$ cat config.mk
export PLATFORM = sky130hd
export DESIGN_NAME = la_rle_decoder
export DESIGN_NICKNAME = d
export VERILOG_FILES = /design/src/rtl/la_rle_decoder.sv
export SDC_FILE = /design/constraint.sdc
export NUM_CORES = 1
export LEC_CHECK = 0
export CAP_MARGIN = 20
export CELL_PAD_IN_SITES_DETAIL_PLACEMENT = 2
export CELL_PAD_IN_SITES_GLOBAL_PLACEMENT = 2
export CORE_MARGIN = 2
export CORE_UTILIZATION = 36
export DETAILED_ROUTE_END_ITERATION = 8
export MAX_ROUTING_LAYER = met4
export PLACE_DENSITY_LB_ADDON = 0.1
export SYNTH_ARGS = -nofsm -noshare
export SYNTH_HDL_FRONTEND = slang
export SYNTH_SLANG_ARGS = --single-unit
$ cat constraint.sdc
create_clock -name axis_clk -period 9.3 [get_ports axis_clk]
set_clock_uncertainty 0.15 [all_clocks]
set_input_delay 1.86 -clock axis_clk [delete_from_list [all_inputs] [get_ports axis_clk]]
set_output_delay 1.86 -clock axis_clk [all_outputs]
set_load 0.05 [all_outputs]
$ cat src/rtl/la_rle_decoder.sv
`default_nettype none
// ============================================================================
// Module      : la_rle_decoder
// Description : AXI-Stream sink that run-length decodes logic-analyzer capture
//               words and replays each sample one beat per output handshake.
// Revision    : 1.0 - initial release
// ============================================================================
module la_rle_decoder #(
    parameter int LA_WIDTH   = 24,
    parameter int CNT_WIDTH  = 8,
    parameter int LOST_WIDTH = 24
) (
    input  logic                          axis_clk,
    input  logic                          axis_rst,
    input  logic [LA_WIDTH+CNT_WIDTH-1:0] s_tdata,
    input  logic                          s_tvalid,
    output logic                          s_tready,
    input  logic                          s_tlast,
    input  logic [1:0]                    s_tuser,
    input  logic                          dec_enable,
    input  logic [7:0]                    pkt_len,
    input  logic                          err_clr,
    output logic [LA_WIDTH-1:0]           out_data,
    output logic                          out_valid,
    input  logic                          out_ready,
    output logic [15:0]                   sync_cnt,
    output logic [LOST_WIDTH-1:0]         lost_cycles,
    output logic                          ovf_pulse,
    output logic                          pkt_err
);

    localparam logic [0:0]            c_IDLE     = 1'b0;
    localparam logic [0:0]            c_REPLAY   = 1'b1;
    localparam int                    SUM_W      = ((LOST_WIDTH > LA_WIDTH) ? LOST_WIDTH : LA_WIDTH) + 1;
    localparam logic [LOST_WIDTH-1:0] c_LOST_MAX = '1;

    logic [0:0]            state_q, state_d;
    logic                  ready_en_q;
    logic [CNT_WIDTH-1:0]  remain_q;
    logic [LA_WIDTH-1:0]   prev_data_q;
    logic [LA_WIDTH-1:0]   latch_q;
    logic [LA_WIDTH-1:0]   out_data_q;
    logic [15:0]           sync_cnt_q;
    logic [LOST_WIDTH-1:0] lost_cycles_q;
    logic                  ovf_pulse_q;
    logic [7:0]            beat_cnt_q;
    logic                  pkt_err_q;

    logic [CNT_WIDTH-1:0]  w_run;
    logic [LA_WIDTH-1:0]   w_dat;
    logic                  w_accept;
    logic                  w_is_sync;
    logic                  w_is_full;
    logic                  w_is_data;
    logic                  w_out_hs;
    logic                  w_last_beat;
    logic [7:0]            w_beat;
    logic                  w_len_chk;
    logic                  w_pkt_bad;
    logic [SUM_W-1:0]      w_lost_sum;
    logic                  w_lost_sat;
    logic                  w_unused;

    assign w_unused    = ^s_tuser;

    assign w_run       = s_tdata[LA_WIDTH+CNT_WIDTH-1:LA_WIDTH];
    assign w_dat       = s_tdata[LA_WIDTH-1:0];
    assign w_accept    = s_tvalid & s_tready;
    assign w_is_sync   = (s_tdata == '0);
    assign w_is_full   = (w_run == '0) && (w_dat != '0);
    assign w_is_data   = (w_run != '0);
    assign w_out_hs    = out_valid & out_ready;
    assign w_last_beat = w_out_hs && (remain_q == CNT_WIDTH'(1));

    assign w_beat      = beat_cnt_q + 8'd1;
    assign w_len_chk   = (pkt_len != 8'd0);
    // Error when tlast and the expected last beat disagree.
    assign w_pkt_bad   = w_accept && w_len_chk && (s_tlast != (w_beat == pkt_len));

    assign w_lost_sum  = SUM_W'(lost_cycles_q) + SUM_W'(w_dat);
    assign w_lost_sat  = (w_lost_sum > SUM_W'(c_LOST_MAX));

    assign out_data    = out_data_q;
    assign sync_cnt    = sync_cnt_q;
    assign lost_cycles = lost_cycles_q;
    assign ovf_pulse   = ovf_pulse_q;
    assign pkt_err     = pkt_err_q;

    always_ff @(posedge axis_clk or posedge axis_rst) begin
        if (axis_rst) begin
            state_q <= c_IDLE;
        end else begin
            state_q <= state_d;
        end
    end

    always_comb begin
        state_d = state_q;
        case (state_q)
            c_IDLE:   if (w_accept && w_is_data) state_d = c_REPLAY;
            c_REPLAY: if (w_last_beat)           state_d = c_IDLE;
            default:                             state_d = c_IDLE;
        endcase
    end

    // ready_en_q keeps s_tready low while reset is asserted
    always_comb begin
        s_tready  = 1'b0;
        out_valid = 1'b0;
        case (state_q)
            c_IDLE:   s_tready  = dec_enable & ready_en_q;
            c_REPLAY: out_valid = 1'b1;
            default: begin
                s_tready  = 1'b0;
                out_valid = 1'b0;
            end
        endcase
    end

    always_ff @(posedge axis_clk or posedge axis_rst) begin
        if (axis_rst) begin
            ready_en_q  <= 1'b0;
            remain_q    <= '0;
            prev_data_q <= '0;
            latch_q     <= '0;
            out_data_q  <= '0;
        end else begin
            ready_en_q <= 1'b1;
            if (w_accept && w_is_data) begin
                remain_q   <= w_run;
                out_data_q <= prev_data_q;
                latch_q    <= w_dat;
            end else if (w_out_hs) begin
                remain_q <= remain_q - CNT_WIDTH'(1);
                if (w_last_beat) begin
                    prev_data_q <= latch_q;
                end
            end
        end
    end

    always_ff @(posedge axis_clk or posedge axis_rst) begin
        if (axis_rst) begin
            sync_cnt_q    <= '0;
            lost_cycles_q <= '0;
            ovf_pulse_q   <= 1'b0;
            beat_cnt_q    <= '0;
            pkt_err_q     <= 1'b0;
        end else begin
            ovf_pulse_q <= w_accept && w_is_full;
            if (w_accept && w_is_sync) begin
                sync_cnt_q <= sync_cnt_q + 16'd1;
            end
            if (w_accept && w_is_full) begin
                lost_cycles_q <= w_lost_sat ? c_LOST_MAX : w_lost_sum[LOST_WIDTH-1:0];
            end
            if (w_accept) begin
                beat_cnt_q <= (s_tlast || (w_len_chk && (w_beat == pkt_len))) ? 8'd0 : w_beat;
            end
            if (w_pkt_bad) begin
                pkt_err_q <= 1'b1;
            end else if (err_clr) begin
                pkt_err_q <= 1'b0;
            end
        end
    end

endmodule
`default_nettype wire

---- Word-level counts from Yosys, hierarchy flattened ----
Cells that the tools add are included.
word-level totals
  input bits .............................. 49
  bits in registers ....................... 132
cells by class
  reduce and logical (&&, ||, !) cells .... 17
  muxes and demuxes ....................... 11
  bitwise gates (word level) .............. 5
  magnitude comparators ................... 1
  equality and inequality tests ........... 3
  $add $sub $neg .......................... 4
operators by type and width
  cell                                                             count
  logical NOT 32 bit                                               1
  adder 24 x 24 -> 25 bit                                          1
  greater-than comparator 25 x 24 -> 1 bit, second input constant  1
  two-way mux 24 bit                                               1
  two-way mux 8 bit                                                3
  nonzero test 24 bit                                              1
  adder 16 x 1 -> 16 bit, second input constant                    1
  nonzero test 8 bit                                               2
  adder 8 x 1 -> 8 bit, second input constant                      1
  == test 8 x 1 -> 1 bit, second input constant                    1
  == test 8 bit                                                    1
  logical AND 1 bit                                                8
  logical NOT 8 bit                                                1
  subtractor 8 x 1 -> 8 bit, second input constant                 1
  two-way mux 1 bit                                                6
  nonzero test 2 bit                                               2
  bitwise AND 1 bit                                                3
  AND reduction 3 bit                                              1
  NOT 1 bit                                                        2
  case mux 1 bit (2 select lines)                                  1
  logical OR 1 bit                                                 1
  inequality test 1 bit                                            1

---- Longest topological paths before layout ----
Gate-level depths: netlist of the first run.
  depth after elaboration ................. 6
  mapped depth ............................ 11
  gate-level depth less buffers ........... 10

---- Worst setup path after synthesis of the first run ----
No wires, ideal clock.
  path kind ............................... input port to output port
  from .................................... input dec_enable
  to ...................................... output s_tready
  stages .................................. 1
  slack ................................... 4955 ps
  required time ........................... 7290 ps
  arrival ................................. 2335 ps
  path through ............................ and3_1
on the way
  word-level cells in the longest chain between the ends .. 2
RTL lines
  what               line  source
  from (decl)        20    input logic dec_enable,
  bitwise AND 1 bit  111   c_IDLE: s_tready = dec_enable & ready_en_q;
  two-way mux 1 bit  110   case (state_q)
  to (decl)          17    output logic s_tready,
No other way between the ends.

---- Worst setup path in the final report of the first run ----
Ends and elaborated chain as after synthesis.

==> impl_metrics.env, run 1 <==
export IMPL_irDropWorstVdd_v=0.0001334
export IMPL_slew_headroom=0.3188
export IMPL_portBuffers=114
export IMPL_grt_pass1_wl_um=35270
export IMPL_drv_slew=0
export IMPL_post_synth_top_count_cell="nand2_1"
export IMPL_ant_nets=0
export IMPL_regToRegStartpoint="lost_cycles[0]$_DFFE_PP0P_"
export IMPL_wl_um=21310
export IMPL_crit_path_end_kind="output port"
export IMPL_worstMarginPinSlew_ns=1.018
export IMPL_postCtsSetupBuffers=0
export IMPL_cts_resized=0
export IMPL_min_to="out_data[21]$_DFFE_PP0P_"
export IMPL_drt_wirelength_per_cell_um=19.93
export IMPL_path_max_fanout=3
export IMPL_syn_to_final_growth_pct=27.51
export IMPL_synth_edff_count=0
export IMPL_vias_per_cell=5.433
export IMPL_yosys_top_cells_count="nand2_1, dfrtp_1, xnor2_1"
export IMPL_cts_hold_buf=0
export IMPL_top_layer_used="met4"
export IMPL_ios=117
export IMPL_final_layout_size_suffix_gt1_frac=0.09820
export IMPL_rr_worst_depth=10
export IMPL_ys_seq_area_frac=0.4777
export IMPL_cp_arrival_ns=3.33
export IMPL_period_needed_ns=5.339
export IMPL_min_path_cells=2
export IMPL_die_width_um=142.6
export IMPL_grt_max_degree=69
export IMPL_synth_ff_type="dfrtp_1"
export IMPL_synth_warnings=0
export IMPL_fin_nets=900
export IMPL_drt_initial_drc_count=172
export IMPL_hp_start="prev_data_q[21]$_DFFE_PP0P_"
export IMPL_hold_path_class="reg -> reg"
export IMPL_preCtsSetupSlack_ns=3.830
export IMPL_syn_area_mm2=0.006914
export IMPL_regToRegSetupSlack_ns=6.01
export IMPL_whs_ns=0.3187
export IMPL_path_clk_slew_ns=0.06
export IMPL_r2r_end="lost_cycles[3]$_DFFE_PP0P_"
export IMPL_drc_errors=0
export IMPL_wl_met3_um=587
export IMPL_synth_seq_cells=132
export IMPL_cp_required_ns=7.29
export IMPL_fmax_mhz=187.3
export IMPL_grt_overflow_total=0
export IMPL_cts_buffers=17
export IMPL_postSynth_asyncResetShare=1.000
export IMPL_cap_violations=0
export IMPL_hpwlAfterDp_um=15510
export IMPL_cts_tree="yes"
export IMPL_synth_cell_types=65
export IMPL_diodes=0
export IMPL_first_pass_iters=4
export IMPL_netlist_instances=719
export IMPL_htreeDepth=4
export IMPL_clockRootBuffer="clkbuf_16"
export IMPL_synth_avg_cell_area_um2=9.616
export IMPL_wl_met2_um=11170
export IMPL_cts_sinks=132
export IMPL_status="finished clean"
export IMPL_gp_congestion=0.8260
export IMPL_fin_crit_sh=0.5741
export IMPL_row_count=50
export IMPL_setup_viol=0
export IMPL_worst_skew_pair_late_latency_ns=0.42
export IMPL_vias=5808
export IMPL_tns_ns=0
export IMPL_cts_buffer_depth=2
export IMPL_antenna_found_initial=0
export IMPL_grt_util_all_layers=0.2294
export IMPL_grt_pass1_vias=6518
export IMPL_yosysTopAreaCellShare=0.4777
export IMPL_wl_met1_um=9194
export IMPL_syn_nets=797
export IMPL_layout_setup_ws_ns=3.961
export IMPL_dieArea_mm2=0.02033
export IMPL_synth_area_leader_cell="dfrtp_1"
export IMPL_critPathKind="in -> out"
export IMPL_rsz0062_at_grt="false"
export IMPL_cp_start_kind="input pin"
export IMPL_initial_core_util=0.3684
export IMPL_p_leak_nw=4.118
export IMPL_core_mm2=0.01877
export IMPL_hold_viol=0
export IMPL_p_per_area_mw_per_mm2=180.1
export IMPL_ys_top_cells_by_area="dfrtp_1, nand2_1, ha_1"
export IMPL_die_h_um=142.6
metrics by stage:
stage               instances  utilization  power [mW]  instance area (um^2)
floorplan                 719            -      0.8555                  6914
global placement         1037       0.4399      0.9310                  8255
finish                   1069       0.4697       1.588                  8816
CTS                      1069       0.4697       1.608                  8816
global route             1069       0.4697       1.671                  8816
detailed placement       1037       0.4399      0.9579                  8255
layout make-up:
class | count | area, um^2
fillers | 1955 | 9952
multi-input cells | 538 | 3427
flip-flops and latches | 132 | 3303
repair buffers | 118 | 1171
clock buffers | 17 | 425.4
well taps | 234 | 292.8
clock inverters | 15 | 135.1
inverters | 15 | 61.31
routing by layer:
metal	vias to the layer above	track usage
met5	-	-
met4	0	0.08025
met3	24	0.02927
met2	108	0.3983
met1	2975	0.2751
li1	2701	-
where the power goes:
| group | switching, mW | leakage [nW] | internal, mW |
|---|---|---|---|
| sequential | 0.0557 | 1.80 | 0.646 |
| combinational | 0.144 | 2.05 | 0.100 |
| clock | 0.290 | 0.268 | 0.352 |
worst max-delay path, cell delays in order:
cell and delay (ns):
clkdlybuf4s50_1 0.46, and3_1 0.19, clkdlybuf4s50_1 0.82
registers in the layout, indices dropped and copies added (netlist names):
signal and cells:
prev_data_q 24, ovf_pulse 1, sync_cnt 16, beat_cnt_q 8, ready_en_q 1, out_data 24, state_q 1, latch_q 24
remain_q 8, pkt_err 1, lost_cycles 24
worst max-delay path by stage:
stage / to / cells after the start / from
after CTS: s_tready / 3 / dec_enable
after global placement: lost_cycles[2]$_DFFE_PP0P_ / 10 / s_tdata[1]
final: s_tready / 3 / dec_enable
after global routing: s_tready / 3 / dec_enable
after detailed placement: lost_cycles[3]$_DFFE_PP0P_ / 10 / s_tdata[1]
after floorplan: beat_cnt_q[0]$_DFFE_PP0P_ / 1 / axis_rst
placed cells by master, fill, tap and decap left out, drive strengths merged, types with 3 or more instances in the layout:
cell type	count
a211oi	7
a21o	8
a21oi	30
a31oi	6
and3	9
buf	4
clkbuf	17
clkdlybuf4s50	114
clkinv	3
clkinvlp	3
dfrtp	132
ha	28
inv	24
mux2	25
nand2	191
nand2b	5
nand3	22
nand4	9
nor2	26
nor2b	4
nor3	12
nor4	11
o211ai	5
o21a	5
o21ai	29
o22a	22
xnor2	31
xor2	18
cells by family after synthesis:
logic type | count (synthesis) | share of synthesized area
AOI/OAI and AO/OA | 131 | 0.1317
DFF | 132 | 0.4777
adders and majority gates | 29 | 0.05357
xor gates and xnor gates | 49 | 0.06316
muxes | 26 | 0.04216
buffers and inverters | 49 | 0.02932
other | 1 | 0.0005424
and+or+nand+nor | 302 | 0.2018
Note: power is estimated with default switching activity, not from simulation.
==> run 2: changes to the inputs <==
CORE_UTILIZATION = 33   (was 36)
clock period = 5.3 ns   (was 9.3 ns; I/O delays follow)
==> impl_metrics.env, run 2 (same netlist as run 1, synthesis figures left out) <==
export IMPL_hold_viol=0
export IMPL_wl_um=21700
export IMPL_final_cell_mix="nand2_1, dfrtp_1, clkdlybuf4s50_1"
export IMPL_cts_resized=0
export IMPL_grt_max_degree=74
export IMPL_core_mm2=0.02043
export IMPL_htreeDepth=4
export IMPL_drt_wirelength_per_cell_um=19.60
export IMPL_die_width_um=148.7
export IMPL_diodes=0
export IMPL_grt_overflow_total=0
export IMPL_drv_slew=0
export IMPL_cts_hold_buf=0
export IMPL_fin_crit_sh=0.7663
export IMPL_row_count=52
export IMPL_p_per_area_mw_per_mm2=320.9
export IMPL_gp_congestion=0.8335
export IMPL_worstMarginPinSlew_ns=0.7022
export IMPL_hpwlAfterDp_um=15530
export IMPL_cts_tree="yes"
export IMPL_stdcell_count=1107
export IMPL_regToRegStartpoint="lost_cycles[0]$_DFFE_PP0P_"
export IMPL_internal_power_mw=2.008
export IMPL_crit_family="compound AO/OA/AOI/OAI gates"
export IMPL_cts_buffers=17
export IMPL_dieArea_mm2=0.02213
export IMPL_hp_start="latch_q[4]$_DFFE_PP0P_"
export IMPL_status="finished clean"
export IMPL_cp_arrival_ns=4.27
export IMPL_irDropWorstVdd_v=0.0002364
export IMPL_p_comb_frac=0.151
export IMPL_ant_nets=0
export IMPL_postCtsSetupBuffers=0
export IMPL_crit_buf_inv=3
export IMPL_p_leak_nw=4.144
export IMPL_cp_required_ns=5.51
export IMPL_regToRegSetupSlack_ns=2.04
export IMPL_portBuffers=114
export IMPL_layout_setup_ws_ns=1.238
export IMPL_first_pass_iters=4
export IMPL_period_needed_ns=4.062
export IMPL_die_h_um=148.7
export IMPL_dp_cells=1076
export IMPL_cpMaxStageDelayCell="clkdlybuf4s50_1"
export IMPL_vias_per_cell=5.155
export IMPL_cp_common_cell="nand3_1"
export IMPL_p_seq_frac=0.433
export IMPL_crit_start="s_tdata[0]"
export IMPL_drc_errors=0
export IMPL_rsz0062_at_grt="false"
export IMPL_grt_pass1_vias=6493
export IMPL_path_clk_slew_ns=0.06
export IMPL_fin_total_pwr_mw=2.855
export IMPL_register_area_mm2=0.003303
export IMPL_critical_path_max_stage_delay_ns=0.54
export IMPL_n_fill_cell=2178
export IMPL_swShare=0.2967
export IMPL_final_common_cell="nand2_1"
export IMPL_grt_pass1_wl_um=35730
export IMPL_path_max_fanout=14
export IMPL_critPathKind="in -> reg"
export IMPL_crit_path_end_kind="register"
export IMPL_crit_path_cell_trace="clkdlybuf4s50_1, ha_1, inv_1, fa_1, nor2b_1, o31ai_4, a31oi_2, nand3_1, nand3_1, a41o_1, buf_4, o22a_1"
export IMPL_grt_util_all_layers=0.2133
export IMPL_fmax_mhz=246.2
export IMPL_final_layout_size_suffix_gt1_frac=0.09916
export IMPL_drt_initial_drc_count=140
export IMPL_ios=117
export IMPL_syn_to_final_growth_pct=28.68
export IMPL_power_share_clock=0.416
export IMPL_antenna_found_initial=0
export IMPL_slew_headroom=0.5319
export IMPL_fin_nets=903
export IMPL_cts_sinks=132
export IMPL_setup_viol=0
export IMPL_cp_start_kind="input pin"
export IMPL_clockRootBuffer="clkbuf_16"
export IMPL_initial_core_util=0.3384
export IMPL_preCtsSetupSlack_ns=0.8721
export IMPL_worst_skew_pair_late_latency_ns=0.43
export IMPL_multiInputGateArea_mm2=0.003425
export IMPL_cts_buffer_depth=2
export IMPL_cap_violations=0
export IMPL_vias=5707
export IMPL_hold_path_class="reg -> reg"
export IMPL_switching_power_mw=0.8469
export IMPL_tns_ns=0
[run 2: changes by cell type in the layout (fill, tap and decap cells not counted), sizes merged]
cell,before,now
buf,4,7
clkinv,3,5
inv,24,20
bufinv,0,2
clkinvlp,3,2
[run 2: area by class of cell]
cell class              instances  share of cell area
multi-input cells             538              0.3849
clock inverters                14             0.01702
well taps                     270             0.03797
inverters                      15            0.006891
repair buffers                121              0.1342
flip-flops and latches        132              0.3713
clock buffers                  17             0.04781
[run 2: final timing paths]
kind	endpoint	depth (start not counted)
worst max-delay path	lost_cycles[0]$_DFFE_PP0P_	12
worst min-delay path	latch_q[4]$_DFFE_PP0P_	2
worst max register to register	lost_cycles[0]$_DFFE_PP0P_	11
worst min register to register	latch_q[4]$_DFFE_PP0P_	2
max in group asynchronous	latch_q[14]$_DFFE_PP0P_	3
min in group asynchronous	lost_cycles[4]$_DFFE_PP0P_	2
[run 2: power groups by stage]
stage | registers, mW | clock network (mW) | logic (mW)
finish | 1.23 | 1.19 | 0.432
global route | 1.25 | 1.25 | 0.488
CTS | 1.23 | 1.22 | 0.443
detailed placement | 1.25 | 0 | 0.429
global placement | 1.24 | 0 | 0.402
floorplan | 1.24 | 0 | 0.260
[run 2: worst register-to-register path, delay by kind of cell (launching register included)]
family / cells / cell delay [ns]
buf+inv: 2 / 0.35
flops: 1 / 0.39
compound gates: 4 / 1.08
fa+ha+maj: 2 / 0.61
simple gates: 3 / 0.62
[run 2: per-stage QoR]
step	area, um^2	util	hold WS, ns
3_5_place_dp	8320	0.4073	0.3087
3_3_place_gp	8320	0.4073	0.3007
2_1_floorplan	6914	-	0.2848
6_report	8897	0.4355	0.3267
4_1_cts	8897	0.4355	0.3249
5_1_grt	8897	0.4355	0.3534
[run 2: routing by layer]
metal  track usage  up-vias  share of wire
met4       0.05143        0          0.012
met2        0.3708       92           0.52
met5             -        -              0
met3       0.03976       17          0.028
met1        0.2577     2901           0.44
li1              -     2697              -
